`src/rtl/nes_cpu_bus_ctrl.sv`:
```
// NES CPU-side bus controller: memory-map decode, open-bus latch and OAM DMA engine.
// Sits between the 6502 core and the RAM / PPU / IO / SRAM / PRG ROM targets.
module nes_cpu_bus_ctrl #(
  parameter int          PRG_ROM_KB    = 32,
  parameter logic [15:0] DMA_REG_ADDR  = 16'h4014,
  parameter logic [15:0] OAM_DATA_ADDR = 16'h2004
) (
  input  logic        clk,
  input  logic        b_rst,
  input  logic [15:0] cpu_addr_out,
  input  logic [7:0]  cpu_data_out,
  input  logic        ren,
  input  logic        wen,
  output logic [7:0]  cpu_data_in,
  output logic        rdy,
  output logic        dma_active,
  output logic [14:0] mem_addr,
  output logic [7:0]  mem_wdata,
  output logic        mem_re,
  output logic        mem_we,
  output logic        ram_cs,
  output logic        ppu_cs,
  output logic        io_cs,
  output logic        sram_cs,
  output logic        rom_cs,
  input  logic [7:0]  ram_rdata,
  input  logic [7:0]  ppu_rdata,
  input  logic [7:0]  io_rdata,
  input  logic [7:0]  sram_rdata,
  input  logic [7:0]  rom_rdata
);

  localparam int T_RAM  = 0;
  localparam int T_PPU  = 1;
  localparam int T_IO   = 2;
  localparam int T_SRAM = 3;
  localparam int T_ROM  = 4;

  typedef enum logic [2:0] {S_IDLE, S_DUMMY, S_ALIGN, S_RD, S_WR} dma_state_e;

  dma_state_e  state_q, state_d;
  logic [7:0]  page_q, page_d;
  logic [7:0]  idx_q, idx_d;
  logic        odd_q, odd_d;
  logic        parity_q;
  logic [4:0]  sel_q;
  logic        core_rd_q;
  logic [7:0]  bus_q;

  logic [15:0] acc_addr;
  logic        acc_rd, acc_wr, acc_live;
  logic [4:0]  sel;
  logic [14:0] addr_dec;
  logic [7:0]  sel_rdata;
  logic [7:0]  rdata_arr    [5];
  logic [7:0]  rdata_masked [5];

  assign rdata_arr[T_RAM]  = ram_rdata;
  assign rdata_arr[T_PPU]  = ppu_rdata;
  assign rdata_arr[T_IO]   = io_rdata;
  assign rdata_arr[T_SRAM] = sram_rdata;
  assign rdata_arr[T_ROM]  = rom_rdata;

  for (genvar gi = 0; gi < 5; gi++) begin : g_rmux
    assign rdata_masked[gi] = sel_q[gi] ? rdata_arr[gi] : 8'h00;
  end

  // A read that hit no target leaves the open-bus value on the data lines.
  assign sel_rdata = (sel_q == 5'b0) ? bus_q :
                     (rdata_masked[0] | rdata_masked[1] | rdata_masked[2] |
                      rdata_masked[3] | rdata_masked[4]);

  always_comb begin
    state_d   = state_q;
    page_d    = page_q;
    idx_d     = idx_q;
    odd_d     = odd_q;
    acc_addr  = cpu_addr_out;
    acc_rd    = 1'b0;
    acc_wr    = 1'b0;
    mem_wdata = cpu_data_out;
    case (state_q)
      S_IDLE: begin
        acc_wr = wen;
        acc_rd = ren & ~wen;
        if (wen && cpu_addr_out == DMA_REG_ADDR) begin
          state_d = S_DUMMY;
          page_d  = cpu_data_out;
          odd_d   = parity_q;
        end
      end
      // The parity captured on the triggering write decides the extra alignment cycle.
      S_DUMMY: state_d = odd_q ? S_ALIGN : S_RD;
      S_ALIGN: state_d = S_RD;
      S_RD: begin
        acc_addr = {page_q, idx_q};
        acc_rd   = 1'b1;
        state_d  = S_WR;
      end
      S_WR: begin
        acc_addr  = OAM_DATA_ADDR;
        acc_wr    = 1'b1;
        mem_wdata = sel_rdata;
        idx_d     = idx_q + 8'd1;
        state_d   = (idx_q == 8'hFF) ? S_IDLE : S_RD;
      end
      default: state_d = S_IDLE;
    endcase
  end

  always_comb begin
    sel      = 5'b0;
    addr_dec = 15'b0;
    if (acc_addr < 16'h2000) begin
      sel[T_RAM] = 1'b1;
      addr_dec   = {4'b0, acc_addr[10:0]};
    end else if (acc_addr < 16'h4000) begin
      sel[T_PPU] = 1'b1;
      addr_dec   = {12'b0, acc_addr[2:0]};
    end else if (acc_addr < 16'h4018) begin
      sel[T_IO] = !(acc_wr && acc_addr == DMA_REG_ADDR);
      addr_dec  = {10'b0, acc_addr[4:0]};
    end else if (acc_addr >= 16'h6000 && acc_addr < 16'h8000) begin
      sel[T_SRAM] = 1'b1;
      addr_dec    = {2'b0, acc_addr[12:0]};
    end else if (acc_addr >= 16'h8000) begin
      sel[T_ROM] = 1'b1;
      addr_dec   = (PRG_ROM_KB == 16) ? {1'b0, acc_addr[13:0]} : acc_addr[14:0];
    end
  end

  assign acc_live = (acc_rd | acc_wr) & ~b_rst & (sel != 5'b0);
  assign {rom_cs, sram_cs, io_cs, ppu_cs, ram_cs} = acc_live ? sel : 5'b0;
  assign mem_addr    = acc_live ? addr_dec : 15'b0;
  assign mem_re      = acc_live & acc_rd;
  assign mem_we      = acc_live & acc_wr & ~sel[T_ROM];
  assign rdy         = (state_q == S_IDLE);
  assign dma_active  = ~rdy;
  assign cpu_data_in = core_rd_q ? sel_rdata : bus_q;

  always_ff @(posedge clk) begin
    if (b_rst) begin
      state_q   <= S_IDLE;
      page_q    <= 8'h00;
      idx_q     <= 8'h00;
      odd_q     <= 1'b0;
      parity_q  <= 1'b0;
      sel_q     <= 5'b0;
      core_rd_q <= 1'b0;
      bus_q     <= 8'h00;
    end else begin
      state_q   <= state_d;
      page_q    <= page_d;
      idx_q     <= idx_d;
      odd_q     <= odd_d;
      parity_q  <= ~parity_q;
      sel_q     <= acc_rd ? sel : 5'b0;
      core_rd_q <= (state_q == S_IDLE) & acc_rd;
      if (core_rd_q && sel_q != 5'b0) bus_q <= sel_rdata;
      if (state_q == S_IDLE && wen) bus_q <= cpu_data_out;
    end
  end

endmodule
```
`config.mk`:
```
export PLATFORM = sky130hd
export DESIGN_NAME = nes_cpu_bus_ctrl
export DESIGN_NICKNAME = d
export VERILOG_FILES = /design/src/rtl/nes_cpu_bus_ctrl.sv
export SDC_FILE = /design/constraint.sdc
export NUM_CORES = 1
export LEC_CHECK = 0
export ABC_AREA = 1
export CAP_MARGIN = 20
export CORE_UTILIZATION = 47
export DETAILED_ROUTE_END_ITERATION = 10
export GPL_ROUTABILITY_DRIVEN = 0
export HOLD_SLACK_MARGIN = 0.1
export PLACE_DENSITY = 0.95
export SLEW_MARGIN = 10
export SYNTH_ARGS = -nofsm -noshare
export SYNTH_HDL_FRONTEND = slang
export SYNTH_SLANG_ARGS = --single-unit
```
`constraint.sdc`:
```
create_clock -name clk -period 5.5 [get_ports clk]
set_input_delay 1.375 -clock clk [delete_from_list [all_inputs] [get_ports clk]]
set_output_delay 1.375 -clock clk [all_outputs]
set_load 0.005 [all_outputs]
```
==> impl_results.md, run 1 <==
* Met3 Resource Use GR at 5.76%
* Resized Gates After CTS at 0
* H-tree levels at 2
* CTS tree: built
* Relative slew slack at 59.4%
* Post-synth EDFFs at 0
* Crit Path Class: primary input to output port
* Top cells by area, synth: dfxtp_1 (26%), nand2_1 (15%), nor2_1 (7.7%)
* CORE AREA at 5510 um^2
* Placed cell count at 597
* Adder-Cell Fraction of Synth Area at 0.466%
* Worst setup EP type: output port
* Largest net degree at the start of global routing at 29
* Die area at 6020 um^2
* Number of global-route vias before repair at 3239
* Via density per instance at 5.65
* Crit start category: primary input
* #FFs+latches synth at 35
* Overflow after GRT at 0
* Aggregate global-route resource usage at 31.1%
* Lkg Pwr at 1.57 nW
* Met1 GRT Util at 35.8%
* Filler cells at 423
* CP Launch Point: cpu_addr_out[15]
* Clock Pin Slew Worst Setup and Hold Paths at 0.06 ns
* RSZ-0062 raised after global routing: no
* Ant diodes at 0
* Worst-Skew Late Latency at 0.29 ns
* Post-DR wirelength/cell at 14.8 um
* RR Startpoint: sel_q[3]$_SDFF_PP0_
* MaxCap Viol Count at 0
* Post-synthesis xor/xnor area fraction at 0.326%
* Die W at 77.6 um
* WP data required at 4.12 ns
* Setup violations, final at 0
* Cell Area, Synth at 2690 um^2
* Worst reg2reg setup slack at 3.14 ns
* Synth cell types at 36
* Initial Util at 48.8%
* Ys async rst share at 0%
* Min Tclk post-route at 5.23 ns
* Synth Net Count at 502
* Crit Reg-Reg Endpoint: bus_q[3]$_SDFFE_PP0P_
* Syn Area/Cell at 6.20 um^2
* Status: finished, final reports clean
* Clock Path Buffers at 2
* Register area share after synthesis at 26.1%
* Hold Vio Cnt, Final at 0
* Hold Buf Count CTS at 0
* Post-Route WL at 8.93 mm
* Setup_tns at 0 ns
* Skew final at 0.00674 ns
* Largest family of logic cells by synthesized area: simple AND/OR/NAND/NOR gates
* Share of cells above drive strength 1 at 9.59%
* Row cnt at 27
* Area grow syn2layout at 43.3%
* Max Transition Viols Final at 0
* First-pass GRT wire length at 14.8 mm
* Period utilization at 95.1%
* Multiplexer area fraction after synthesis at 0%
* YS warnings at 0
* Pwr Density at 184 nW/um^2
* Num ports at 108
* Iteration count of the initial detailed-routing pass at 5
* Post-synth top cells: nand2_1 (106), nor2_1 (55), inv_1 (48)
* Top FF cell, synth: dfxtp_1
* Maximum operating frequency at 191 MHz
* Nets at 601
* Worst VDD drop at 150 uV
* Clock Tree Root: clkbuf_8
* Fin cells at 604
* DIE HEIGHT at 77.6 um
* Area leader, netlist: dfxtp_1
* Worst R2R Path Depth at 7
* Vias at 3414
* Worst EP arrival at 3.85 ns
* Compound-gate portion of the synthesized area at 17.6%
* Hold Path Class: flip-flop to flip-flop
* Initial antenna violation count at 0
* Top cell type's share of synthesized area at 26.1%
* CP max FO at 17
* Post-Synthesis Cells at 433
* Hpwl dp at 6.92 mm
* Post-synthesis simple-gate area fraction at 44.1%
* Post-CTS setup buffers at 0
* Power Total at 0.709 mW
* Starting DRT DRC Count at 271
* TritonCTS Buffers at 5
* Clock sink total at 35
* Final ANT Viol Nets at 0
* Grt met2 use at 53.8%
* Count leader, synth: nand2_1
* PortBufs at 107
* Remaining DRCs at 0
* GR peak layer: met2
* Worst-margin pin slew at 0.605 ns
* Setup crit end: mem_re
## where the power goes
part | internal [mW] | total, mW | switching (mW)
combinational | 0.125 | 0.247 | 0.122
sequential | 0.263 | 0.273 | 0.00978
clock | 0.0982 | 0.189 | 0.0909
total | 0.486 | 0.709 | 0.223
## sequential cells by signal, indices dropped and copies added (netlist names)
register,count
core_rd_q,1
state_q,3
parity_q,1
idx_q,8
sel_q,5
odd_q,1
page_q,8
bus_q,8
## worst min-delay path by stage
stage | startpoint | to | slack, ns | depth (start not counted)
floorplan | parity_q$_SDFF_PP0_ | parity_q$_SDFF_PP0_ | 0.39 | 1
global placement | parity_q$_SDFF_PP0_ | parity_q$_SDFF_PP0_ | 0.39 | 1
detailed placement | parity_q$_SDFF_PP0_ | parity_q$_SDFF_PP0_ | 0.40 | 1
CTS | parity_q$_SDFF_PP0_ | parity_q$_SDFF_PP0_ | 0.41 | 1
global route | parity_q$_SDFF_PP0_ | parity_q$_SDFF_PP0_ | 0.44 | 1
finish | parity_q$_SDFF_PP0_ | parity_q$_SDFF_PP0_ | 0.41 | 1
## cell usage in the layout (no fill, tap or decap), drive strengths merged, types with 2 or more instances in the layout
master / Yosys / layout
nand3: 27 / 27
nand4: 13 / 13
buf: 6 / 3
a21oi: 27 / 27
a221oi: 8 / 8
and3: 2 / 2
clkdlybuf4s50: 0 / 107
clkinv: 1 / 2
o22ai: 2 / 2
dfxtp: 35 / 35
o31ai: 6 / 6
o21ai: 36 / 36
clkbuf: 12 / 6
inv: 52 / 52
nor4: 3 / 3
nand2: 119 / 119
nor3b: 2 / 2
nor2: 71 / 71
nor3: 6 / 6
## layout make-up
class | count | area, um^2 | area share [%]
clock buffers | 6 | 82.6 | 2.15
clock inverters | 1 | 5.00 | 0.130
inverters | 53 | 200 | 5.20
multi-input cells | 327 | 1680 | 43.6
flip-flops and latches | 35 | 701 | 18.2
well taps | 72 | 90.1 | 2.34
repair buffers | 110 | 1090 | 28.4
## cell families after synthesis
family / after synthesis
compound gates: 82
xor+xnor: 1
fa+ha+maj: 1
buf+inv: 71
flops: 35
simple gates: 243
## routing by layer
metal | up-vias | share of wire, % | routed length [um]
met2 | 221 | 48 | 4300
met4 | 0 | 4.4 | 389
met5 | - | 0 | 0
met3 | 45 | 9.2 | 825
met1 | 1533 | 38 | 3420
li1 | 1615 | - | -
## critical path: stages
cell and delay (ns):
clkdlybuf4s50_1 0.48, nand3_1 0.08, nand2_1 0.35, inv_2 0.10, nand2_2 0.11, nor2_2 0.05, nand2_1 0.06, nand2_1 0.07
nor2_2 0.11, nand2_2 0.08, nand2_2 0.08, nand2_4 0.19, nor2_1 0.19, clkdlybuf4s50_1 0.52
## metrics by stage
step	setup slack (ns)	hold WS [ns]	cell area, um^2	util [%]
finish	0.271	0.414	3850	69.9
global route	0.0915	0.437	3850	69.9
CTS	0.297	0.414	3850	69.9
detailed placement	0.316	0.405	3760	68.3
global placement	0.458	0.394	3760	68.3
floorplan	1.65	0.387	2690	-
(Power assumes the default switching activity.)
==> inputs of run 2 (changes only) <==
CORE_MARGIN = 4   (was unset)
==> run 2 against run 1 <==
Combinational power about the same. Sequential cell count did not move. Sequential power is essentially flat. Clock skew rose by 0.0062 ns. Fmax up 0.75%. Sequential share of layout area is 0.16 points lower. Cell area grew 0.88%. Critical path type unchanged. Critical endpoint is now mem_addr[1].
==> impl_results.md, run 2 (synthesis gave the netlist of run 1 again) <==
* Slowest stage delay, CP at 0.52 ns (about the same)
* H-tree levels at 2 (unchanged)
* Status: finished, final reports clean
* WP data required at 4.12 ns (about the same)
* Min Tclk post-route at 5.19 ns (-0.0392 ns)
* Post-Route WL at 9.24 mm (+3.4%)
* Placed inst area at 3760 um^2 (unchanged)
* Hpwl dp at 7.22 mm (+4.3%)
* Worst reg2reg setup slack at 3.19 ns (+0.05 ns)
* Clock Tree Root: clkbuf_8
* Design Area, Final at 3880 um^2 (+0.88%)
* Ant diodes at 0 (unchanged)
* Iteration count of the initial detailed-routing pass at 5 (unchanged)
* Initial Util at 48.5% (-0.30 points)
* Clock Pin Slew Worst Setup and Hold Paths at 0.07 ns (about the same)
* Critical Path Slowest Stage Cell: clkdlybuf4s50_1
* Resized Gates After CTS at 0 (unchanged)
* Buf/Inv on CP at 3 (unchanged)
* Hold Vio Cnt, Final at 0 (unchanged)
* Maximum operating frequency at 193 MHz (+0.75%)
* Nets at 601 (unchanged)
* Worst-Skew Late Latency at 0.30 ns (about the same)
* CTS tree: built
* Worst setup EP type: output port
* Crit start category: primary input
* Number of global-route vias before repair at 3167 (-2.2%)
* Commonest non-fill, non-tap cells in the layout: clkdlybuf4s50_1 (107), nand2_1 (106), nor2_1 (55), inv_1 (48), dfxtp_1 (35)
* Starting DRT DRC Count at 239 (-12%)
* Clock sink total at 35 (unchanged)
* Worst VDD drop at 111 uV (-26%)
* MaxCap Viol Count at 0 (unchanged)
* Die area at 6990 um^2 (+16%)
* Hold Buf Count CTS at 0 (unchanged)
* Remaining DRCs at 0 (unchanged)
* Relative slew slack at 58.9% (-0.51 points)
* Overflow after GRT at 0 (unchanged)
* Largest net degree at the start of global routing at 29 (unchanged)
* Max Transition Viols Final at 0 (unchanged)
* Placed cell count at 597 (unchanged)
* Worst-margin pin slew at 0.615 ns (+0.00996 ns)
* Post-DR wirelength/cell at 15.3 um (+3.2%)
* Commonest non-fill, non-tap cell in the layout: clkdlybuf4s50_1
* CP max FO at 17 (unchanged)
* TritonCTS Buffers at 5 (unchanged)
* Crit-path leading delay family: simple AND/OR/NAND/NOR gates
* DIE HEIGHT at 83.6 um (+7.7%)
* Period utilization at 94.4% (-0.71 points)
* Setup_tns at 0 ns (unchanged)
* Lkg Pwr at 1.58 nW (+0.94%)
* Share of cells above drive strength 1 at 9.76% (+0.17 points)
* Row cnt at 27 (unchanged)
* Fin cells at 605 (+0.17%)
* Area grow syn2layout at 44.6%
* Cell breakdown of the critical path: clkdlybuf4s50_1, nand3_1, nand2_1, inv_2, nand2_2, nor2_2, nand2_1, nand2_1, nor2_2, nand2_2, nand2_2, nand2_4, nor2_1, clkdlybuf4s50_1
* Vias at 3396 (-0.53%)
* First-pass GRT wire length at 14.6 mm (-1.4%)
* Aggregate global-route resource usage at 25.5% (-5.7 points)
* Worst EP arrival at 3.81 ns (-0.04 ns)
* Pwr Density at 197 nW/um^2 (+7.1%)
* Post-CTS setup buffers at 0 (unchanged)
* Clock Path Buffers at 2 (unchanged)
* Top Registers: bus_q (8), idx_q (8), page_q (8)
* Die W at 83.6 um (+7.7%)
* Skew final at 0.0129 ns (+0.00615 ns)
* Initial antenna violation count at 0 (unchanged)
* PortBufs at 107 (unchanged)
* Setup violations, final at 0 (unchanged)
* Pre-CTS setup slack at 0.320 ns (+0.00408 ns)
* RSZ-0062 raised after global routing: no
* Crit Path Class: primary input to output port
* Final ANT Viol Nets at 0 (unchanged)
* Num ports at 108 (unchanged)
* Via density per instance at 5.61 (-0.69%)
* CORE AREA at 5540 um^2 (+0.61%)
* Hold Path Class: flip-flop to flip-flop
* Final setup margin at 0.310 ns (+0.0392 ns)
run 2: cell count changes in the layout (fill, tap and decap cells not counted):
cell	delta
bufinv_16	+1
clkinv_2	-1
inv_6	+1
run 2: routing by layer:
| layer | wire, um | up-vias | track usage, % |
|---|---|---|---|
| met3 | 683 | 42 | 3.95 |
| met4 | 429 | 0 | 13.0 |
| met1 | 3550 | 1552 | 28.8 |
| met5 | 0 | - | 0 |
| li1 | - | 1616 | - |
| met2 | 4570 | 186 | 45.8 |
run 2: path summary, 6_finish.rpt:
path | start | endpoint | cells after the start
min | parity_q$_SDFF_PP0_ | parity_q$_SDFF_PP0_ | 1
max | cpu_addr_out[15] | mem_addr[1] | 14
max reg2reg | sel_q[1]$_SDFF_PP0_ | bus_q[0]$_SDFFE_PP0P_ | 7
min reg2reg | parity_q$_SDFF_PP0_ | parity_q$_SDFF_PP0_ | 1
run 2: power by group:
group | switching [mW] | leakage, nW | internal, mW
clock network | 0.100 | 0.0618 | 0.149
logic | 0.120 | 1.24 | 0.125
registers | 0.00937 | 0.284 | 0.263
total | 0.229 | 1.58 | 0.537
run 2: area by class of cell:
type / instances / area, um^2
multi-input combinational: 327 / 1680
clock inverter: 2 / 38.8
inverter: 53 / 200
timing repair buffer: 110 / 1090
fill: 446 / 1660
sequential: 35 / 701
tap: 72 / 90.1
clock buffer: 6 / 82.6
run 2: stage by stage:
stage / total power [mW] / utilization [%] / hold WS, ns
floorplan: 0.399 / - / 0.387
global placement: 0.513 / 67.9 / 0.394
detailed placement: 0.519 / 67.9 / 0.401
CTS: 0.767 / 70.1 / 0.412
global route: 0.801 / 70.1 / 0.439
finish: 0.766 / 70.1 / 0.408
